[config.mk]
export PLATFORM = sky130hd
export DESIGN_NAME = bin2bcd_converter
export DESIGN_NICKNAME = d
export VERILOG_FILES = /design/src/rtl/bin2bcd_converter.sv
export SDC_FILE = /design/constraint.sdc
export NUM_CORES = 1
export LEC_CHECK = 0
export CORE_MARGIN = 3
export CORE_UTILIZATION = 30
export DETAILED_ROUTE_END_ITERATION = 8
export PLACE_DENSITY = 0.51
export REMOVE_ABC_BUFFERS = 1
export SLEW_MARGIN = 10
export SYNTH_ARGS = -nofsm -noshare
export SYNTH_HDL_FRONTEND = slang
export SYNTH_SLANG_ARGS = --single-unit
export TNS_END_PERCENT = 10
[constraint.sdc]
create_clock -name clk -period 1.7 [get_ports clk]
set_input_delay 0.34 -clock clk [delete_from_list [all_inputs] [get_ports clk]]
set_output_delay 0.34 -clock clk [all_outputs]
set_load 0.005 [all_outputs]
[src/rtl/bin2bcd_converter.sv]
// Serial 20-bit binary to six-digit BCD converter (shift-add-3 / double dabble).
//
// Ports:
//   clk                    system clock, rising edge
//   rst_n                  asynchronous active-low reset
//   start                  conversion request, only honoured while idle
//   bin_in [19:0]          unsigned binary value, captured on the accepting edge
//   *_out [3:0]            BCD result digits, hundred-thousands down to units
//   overflow               last accepted value exceeded 999999 (digits forced to 9)
//   busy                   conversion in progress
//   done                   one-cycle pulse when new digits are presented
//
// Timing: start accepted at edge k -> 20 shift edges -> outputs and done
// load at edge k+21, done drops at k+22. A start held through the done cycle
// is accepted at edge k+22.
module bin2bcd_converter (
  input  logic        clk,
  input  logic        rst_n,
  input  logic        start,
  input  logic [19:0] bin_in,
  output logic [3:0]  hundred_thousands_out,
  output logic [3:0]  ten_thousands_out,
  output logic [3:0]  thousands_out,
  output logic [3:0]  hundreds_out,
  output logic [3:0]  tens_out,
  output logic [3:0]  units_out,
  output logic        overflow,
  output logic        busy,
  output logic        done
);

  localparam logic [19:0] MaxBcd    = 20'd999999;
  localparam logic [4:0]  LastShift = 5'd19;

  typedef enum logic [1:0] {StIdle, StShift, StDone} state_e;

  state_e      state_q;
  logic [19:0] shift_q;
  logic [23:0] scratch_q;
  logic [4:0]  count_q;
  // Overflow is decided from the captured value; the shift register no
  // longer holds it once shifting starts, so the compare result is kept.
  logic        ovf_q;
  logic [23:0] scratch_adj;

  // Add 3 to every nibble >= 5 before the shift so it carries correctly.
  always_comb begin
    scratch_adj = scratch_q;
    for (int i = 0; i < 6; i++) begin
      if (scratch_q[4*i +: 4] >= 4'd5) begin
        scratch_adj[4*i +: 4] = scratch_q[4*i +: 4] + 4'd3;
      end
    end
  end

  always_ff @(posedge clk or negedge rst_n) begin
    if (!rst_n) begin
      state_q               <= StIdle;
      shift_q               <= '0;
      scratch_q             <= '0;
      count_q               <= '0;
      ovf_q                 <= 1'b0;
      hundred_thousands_out <= '0;
      ten_thousands_out     <= '0;
      thousands_out         <= '0;
      hundreds_out          <= '0;
      tens_out              <= '0;
      units_out             <= '0;
      overflow              <= 1'b0;
      busy                  <= 1'b0;
      done                  <= 1'b0;
    end else begin
      done <= 1'b0;
      unique case (state_q)
        StIdle: begin
          if (start) begin
            shift_q   <= bin_in;
            scratch_q <= '0;
            count_q   <= '0;
            ovf_q     <= (bin_in > MaxBcd);
            busy      <= 1'b1;
            state_q   <= StShift;
          end
        end
        StShift: begin
          scratch_q <= {scratch_adj[22:0], shift_q[19]};
          shift_q   <= {shift_q[18:0], 1'b0};
          count_q   <= count_q + 5'd1;
          if (count_q == LastShift) begin
            state_q <= StDone;
          end
        end
        StDone: begin
          if (ovf_q) begin
            hundred_thousands_out <= 4'd9;
            ten_thousands_out     <= 4'd9;
            thousands_out         <= 4'd9;
            hundreds_out          <= 4'd9;
            tens_out              <= 4'd9;
            units_out             <= 4'd9;
          end else begin
            hundred_thousands_out <= scratch_q[23:20];
            ten_thousands_out     <= scratch_q[19:16];
            thousands_out         <= scratch_q[15:12];
            hundreds_out          <= scratch_q[11:8];
            tens_out              <= scratch_q[7:4];
            units_out             <= scratch_q[3:0];
          end
          overflow <= ovf_q;
          done     <= 1'b1;
          busy     <= 1'b0;
          state_q  <= StIdle;
        end
        default: state_q <= StIdle;
      endcase
    end
  end

endmodule

==> results of run 1 <==
==> cells in the mapped netlist (all sizes together) (7+ instances only) <==
master  number
o21ai       33
buf         15
nand2       55
ha          13
nand2b      14
a22oi        9
a21oi        7
nor2        36
dfrtp       79
o22ai       16
o31ai       13
inv         14
==> metal layers <==
metal / GRT usage (%) / wire length (um) / vias up / part of all wire [%]
li1: - / - / 1368 / -
met1: 15.9 / 3580 / 1281 / 47
met2: 19.9 / 3490 / 56 / 46
met3: 2.82 / 343 / 15 / 4.5
met4: 5.26 / 171 / 0 / 2.3
met5: 0 / 0 / - / 0
==> what timing repair did <==
item                                    4_1_cts  5_1_grt
hold buffers                                  1        0
endpoints found under the setup margin        0        4
gates resized for setup                       0        3
endpoints found under the hold margin        33        0
==> worst paths after layout <==
check                      cells past startpoint  slack [ps]          endpoint
max                                            4          70             ovf_q
min                                            2         470  thousands_out[1]
max reg2reg                                    6         110      scratch_q[6]
min reg2reg                                    2         470  thousands_out[1]
max in group asynchronous                      3         650   hundreds_out[3]
min in group asynchronous                      2         510       shift_q[13]
==> layout make-up <==
| class | instances | area share [%] |
|---|---|---|
| sequential | 79 | 42.0 |
| inverter | 14 | 1.12 |
| timing repair buffer | 73 | 14.8 |
| multi-input combinational | 243 | 31.9 |
| tap | 143 | 3.80 |
| clock buffer | 11 | 5.16 |
| clock inverter | 5 | 1.22 |
==> worst reg2reg max path, cell delays in order, from the launching register on <==
cell and delay [ps]:
dfrtp_1 410, inv_1 130, ha_1 210, nand2b_1 60
a21oi_1 210, mux2_2 350, o21ai_0 140
==> cells by family (layout without fill, tap and decap cells) <==
group                    count (synthesis)  count (layout)  share of synthesized area [%]
multiplexers                             7               7                           2.10
XOR/XNOR                                11              11                           2.65
AO/OA/AOI/OAI                           93              93                           16.9
buffers and inverters                   35             103                           4.51
flip-flops                              79              79                           54.4
AND/OR/NAND/NOR                        119             119                           15.0
adder cells (fa/ha/maj)                 13              13                           4.48
==> per-stage QoR <==
stage	utilization, %	instance area [um^2]	hold WS [ps]	worst slack (ps)	cells
final	40.5	4710	471	72.9	568
after global routing	40.5	4710	503	-7.99	568
after CTS	40.4	4700	481	68.3	568
after detailed placement	37.8	4390	331	-283	551
after global placement	37.8	4390	335	-259	551
after floorplan	-	3520	44.4	-224	336
==> power groups by stage <==
stage | registers, mW | logic [mW] | clock network [mW]
after floorplan | 3.14 | 1.99 | 0
after global placement | 3.20 | 3.23 | 0
after detailed placement | 3.22 | 3.27 | 0
after CTS | 3.19 | 3.29 | 1.98
after global routing | 3.33 | 3.71 | 2.05
final | 3.19 | 3.26 | 1.93
==> results.md, run 1 <==
* Status: complete, no violations
* Setup TNS at 0 ps
* CTS tree: built
* Crit. End Element: register
* H-tree levels at 3
* GPL Wtd Cong at 0.720
* Die Y at 116 um
* Pint at 5.55 mW
* Post-synthesis async set-or-reset flop share at 100%
* Skew-Pair Late Insertion Delay at 330 ps
* Clock network power share at 23.0%
* Crit share post-route at 95.7%
* Layout Nets at 456
* Worst Clk Skew at 5.76 ps
* Worst min path class: register to register
* Worst endpoint required time at 1940 ps
* Drt via density at 4.79
* Number of global-route vias before repair at 2,763
* Post-synthesis cell area at 3630 um^2
* Clock Path Buffers at 2
* Hold Violations, Final at 0
* Max Slew Vio Count at 0
* GRT Util Overall at 12.3%
* Mapped Avg Cell Area at 10.2 um^2
* Reg power frac at 38.1%
* Startpoint class of the critical path: input pin
* Power Total at 8.37 mW
* Clock transition at path regs at 60 ps
* Switching share of power at 33.8%
* Most frequent cells in the layout: dfrtp_1 (79), nand2_1 (54), clkdlybuf4s50_1 (48), nor2_1 (35), o21ai_0 (32)
* Seq. cell area at 1980 um^2
* Crit path kind: input pin to register
* PwrDens at 1780 nW/um^2
* Post-synthesis register bit count at 79
* Footprint of the multi-input gates at 1500 um^2
* Regs by FF count: scratch_q x24, shift_q x20, count_q x5
* Largest net degree at the start of global routing at 51
* Fmax at 615 MHz
* Cells after Synth at 357
* Drt pass-1 iters at 4
* Diode count at 0
* Most common cell after layout, fill and taps aside: dfrtp_1
* Peak supply drop at 0.000564 V
* Total grt overflow at 0
* Number of synthesized flops with an enable pin at 0
* Post-synthesis sequential area ratio at 54.4%
* Vias at 2,720
* Average routed wire per standard cell at 13.3 um
* Yosys warnings at 0
* Synth area leaders: dfrtp_1 (54%), nand2_1 (5.6%), ha_1 (4.5%), o21ai_0 (4.4%), nor2_1 (3.6%)
* Total clock sinks at 79
* Initial core utilization at 31.3%
* # fillers at 1,159
* Ys flop type: dfrtp_1
* Worst-path maximum fanout at 15
* CP startpoint: start
* # IOs at 50
* Worst Path Buf+Inv at 2
* First-pass GRT wire length at 13,200 um
* Crit-path slowest cell: clkdlybuf4s50_1
* Largest area contributor in the netlist: dfrtp_1
* Setup violators final at 0
* Crit path largest cell delay at 510 ps
* Hpwl dp at 5090 um
* I/O Buffers at 49
* Hold Crit Start: thousands_out[1]
* Reg with most FFs: scratch_q
* Initial DRC count at 127
* Die ar. at 13,500 um^2
* Top cell family by delay on the critical path: buffers and inverters
* Antenna-violating nets left at 0
* Post-synth cell types at 37
* # DRC at 0
* Gate power share at 38.9%
* Leakage at 2.09 nW
* Min Tclk post-route at 1630 ps
* TritonCTS Buffers at 9
* Max-Cap Viols at 0
* Crit-path cells: clkdlybuf4s50_1 > or3b_1 > buf_4 > o41ai_2
* Die width at 116 um
* Arrival @ worst endpoint at 1860 ps
* Clk root buf: clkbuf_16
* Max reg flops at 24
* Core area at 11,600 um^2
* Initial antenna violation count at 0
* Synth top area share at 54.4%
* P_sw at 2.83 mW
* Layout cells sized above 1 at 12.2%
* Worst-margin pin slew at 468 ps
* Postcts setup bufs at 0
* P&R area growth vs syn at 29.7%
* Relative slew margins at 68.7%
* Floorplan row count at 39
* Drt total wl at 7580 um
* Worst R2R Start: scratch_q[4]
(Power assumes the default switching activity.)
==> run 2, diff against run 1 <==
GPL_TIMING_DRIVEN = 0   (was unset)
REMOVE_ABC_BUFFERS = unset   (was 1)
SKIP_LAST_GASP = 1   (was unset)
==> run 2 against run 1 <==
Compared with the run above: hold slack got worse by 7.8 ps; sequential power increased by 1%; cell count unchanged; sequential share of layout area increased by 0.089 points; wire length increased by 23%; global-route usage increased by 2.6 points; critical endpoint is now scratch_q[14].
==> results.md, run 2 (synthesis gave the netlist of run 1 again) <==
* Crit-path slowest cell: dfrtp_1
* Hpwl dp at 6280 um (+24%)
* Diode count at 0 (unchanged)
* Most frequent cells in the layout: dfrtp_1 (79), nand2_1 (54), clkdlybuf4s50_1 (48), nor2_1 (35), o21ai_0 (32)
* Non-filler instance count after layout at 568 (unchanged)
* Die ar. at 13,500 um^2 (unchanged)
* I/O Buffers at 49 (unchanged)
* Worst-path maximum fanout at 4 (-11)
* Regs by FF count: scratch_q x24, shift_q x20, count_q x5
* P&R area growth vs syn at 29.4%
* Floorplan row count at 39 (unchanged)
* Design area at 4700 um^2 (-0.21%)
* PwrDens at 1850 nW/um^2 (+3.9%)
* Worst Path Buf+Inv at 1 (-1)
* Crit share post-route at 95.7% (about the same)
* Total grt overflow at 0 (unchanged)
* Final cell utilization of the core at 40.5% (-0.086 points)
* # DRC at 0 (unchanged)
* Crit path kind: register to register
* Largest net degree at the start of global routing at 55 (+7.8%)
* Initial antenna violation count at 0 (unchanged)
* Max Slew Vio Count at 0 (unchanged)
* Most common cell after layout, fill and taps aside: dfrtp_1
* CTS tree: built
* Vias at 2,847 (+4.7%)
* # IOs at 50 (unchanged)
* Worst Clk Skew at 7.88 ps (+2.12 ps)
* Worst-margin pin slew at 625 ps (+157 ps)
* Crit path largest cell delay at 410 ps (-100 ps)
* First-pass GRT wire length at 15,300 um (+16%)
* Reg with most FFs: scratch_q
* Top cell family by delay on the critical path: flip-flops
* Stages on worst setup path at 6 (+2)
* Worst endpoint required time at 1960 ps (+20 ps)
* R2r worst-path depth at 6 (unchanged)
* Drt via density at 5.01 (+4.7%)
* Crit. End Element: register
* Min Tclk post-route at 1630 ps (+0.0602 ps)
* Die width at 116 um (unchanged)
* Drt total wl at 9350 um (+23%)
* Leakage at 2.08 nW (-0.32%)
* GRT Util Overall at 14.9% (+2.6 points)
* RSZ-0062 raised after global routing: true
* Relative slew margins at 58.4% (-10 points)
* Setup violators final at 0 (unchanged)
* Average routed wire per standard cell at 16.5 um (+23%)
* Die Y at 116 um (unchanged)
* Setup TNS at 0 ps (unchanged)
* Initial DRC count at 142 (+12%)
* Fmax at 615 MHz (about the same)
* Seq. cell area at 1980 um^2 (unchanged)
* Initial core utilization at 31.3% (unchanged)
* Layout cells sized above 1 at 10.6% (-1.6 points)
* GPL Wtd Cong at 0.793 (+10%)
* Cell Area, Placed at 4330 um^2 (-1.4%)
* Crit-path cells: inv_1 > ha_1 > nand2b_1 > a21oi_2 > mux2_2 > o21ai_0
* Status: complete, no violations
* Peak supply drop at 0.000839 V (+49%)
* Startpoint class of the critical path: register
* Worst R2R Start: scratch_q[12]
* Antenna-violating nets left at 0 (unchanged)
* Layout Nets at 457 (+0.22%)
* Drt pass-1 iters at 6 (+2)
* Clk root buf: clkbuf_16
* # fillers at 1,168 (+0.78%)
* Footprint of the multi-input gates at 1510 um^2 (+0.42%)
* Clock Path Buffers at 2 (unchanged)
* Core area at 11,600 um^2 (unchanged)
* CP startpoint: scratch_q[12]
* Hold Violations, Final at 0 (unchanged)
* Placed Cells incl. Taps at 550 (-0.18%)
* Clock transition at path regs at 60 ps (about the same)
* Max-Cap Viols at 0 (unchanged)
* TritonCTS Buffers at 9 (unchanged)
* H-tree levels at 3 (unchanged)
* Worst min path class: input pin to async pin
* Total clock sinks at 79 (unchanged)
* Syn Nets at 393
* Max reg flops at 24 (unchanged)
* Number of global-route vias before repair at 2,927 (+5.9%)
* Skew-Pair Late Insertion Delay at 340 ps (about the same)
* Arrival @ worst endpoint at 1890 ps (+30 ps)
run 2: changes by cell type in the layout (fill, tap and decap cells not counted), moves of 2 or more:
cell        before  now
buf_2            0   11
clkbuf_1         1    8
buf_12           2    0
clkinvlp_4       3    0
buf_4           22    4
buf_6            0    2
bufinv_16        1    3
run 2: area by class of cell:
type,count,area share (%)
Clock buffer,11,4.95
Buffer,21,2.37
Timing Repair Buffer,53,11.5
Inverter,14,1.12
Sequential cell,79,42.1
Tap cell,143,3.81
Multi-Input combinational cell,243,32.1
Clock inverter,4,2.02
run 2: through the flow:
step / hold WS (ps) / worst slack, ps / total power [mW]
floorplan: 44.4 / 183 / 5.23
finish: 464 / 72.8 / 8.68
global route: 486 / -75.9 / 9.39
detailed placement: 283 / -366 / 6.48
CTS: 470 / -8.45 / 8.70
global placement: 461 / -2680 / 6.38
run 2: final timing paths:
check	slack, ps	end
min in group clk	470	hundreds_out[0]
worst min register to register	470	hundreds_out[0]
worst max register to register	70	scratch_q[14]
worst max-delay path	70	scratch_q[14]
worst min-delay path	460	hundreds_out[1]
max in group asynchronous	640	shift_q[7]
run 2: worst reg2reg max path, delay by kind of cell, from the launching register on:
family / cells / cell delay, ps
DFF: 1 / 410
adders and majority gates: 1 / 210
AOI/OAI and AO/OA: 2 / 360
buffers and inverters: 1 / 140
muxes: 1 / 350
and+or+nand+nor: 1 / 80
run 2: routing by layer:
layer  global-route usage, %  part of all wire (%)  wire, um
met5                       0                     0         0
met3                    4.60                   4.7       444
met1                    20.6                    48      4470
met2                    23.1                    47      4370
met4                    3.40                  0.75        70
run 2: report_power, final:
group          leakage, nW  total, mW  switching (mW)  internal [mW]
clock network        0.160       2.17           0.749           1.43
registers            0.977       3.23           0.571           2.66
logic                0.942       3.28            1.62           1.66
total                 2.08       8.68            2.94           5.74
run 2: timing repair:
action                                 4_1_cts  5_1_grt
cloned                                       0        0
endpoints found under the hold margin       25        0
gates resized for setup                      1        4
setup endpoints to repair                    3       22
buffers inserted                             0        2
pin swaps                                    0        1
hold buffers                                 1        0
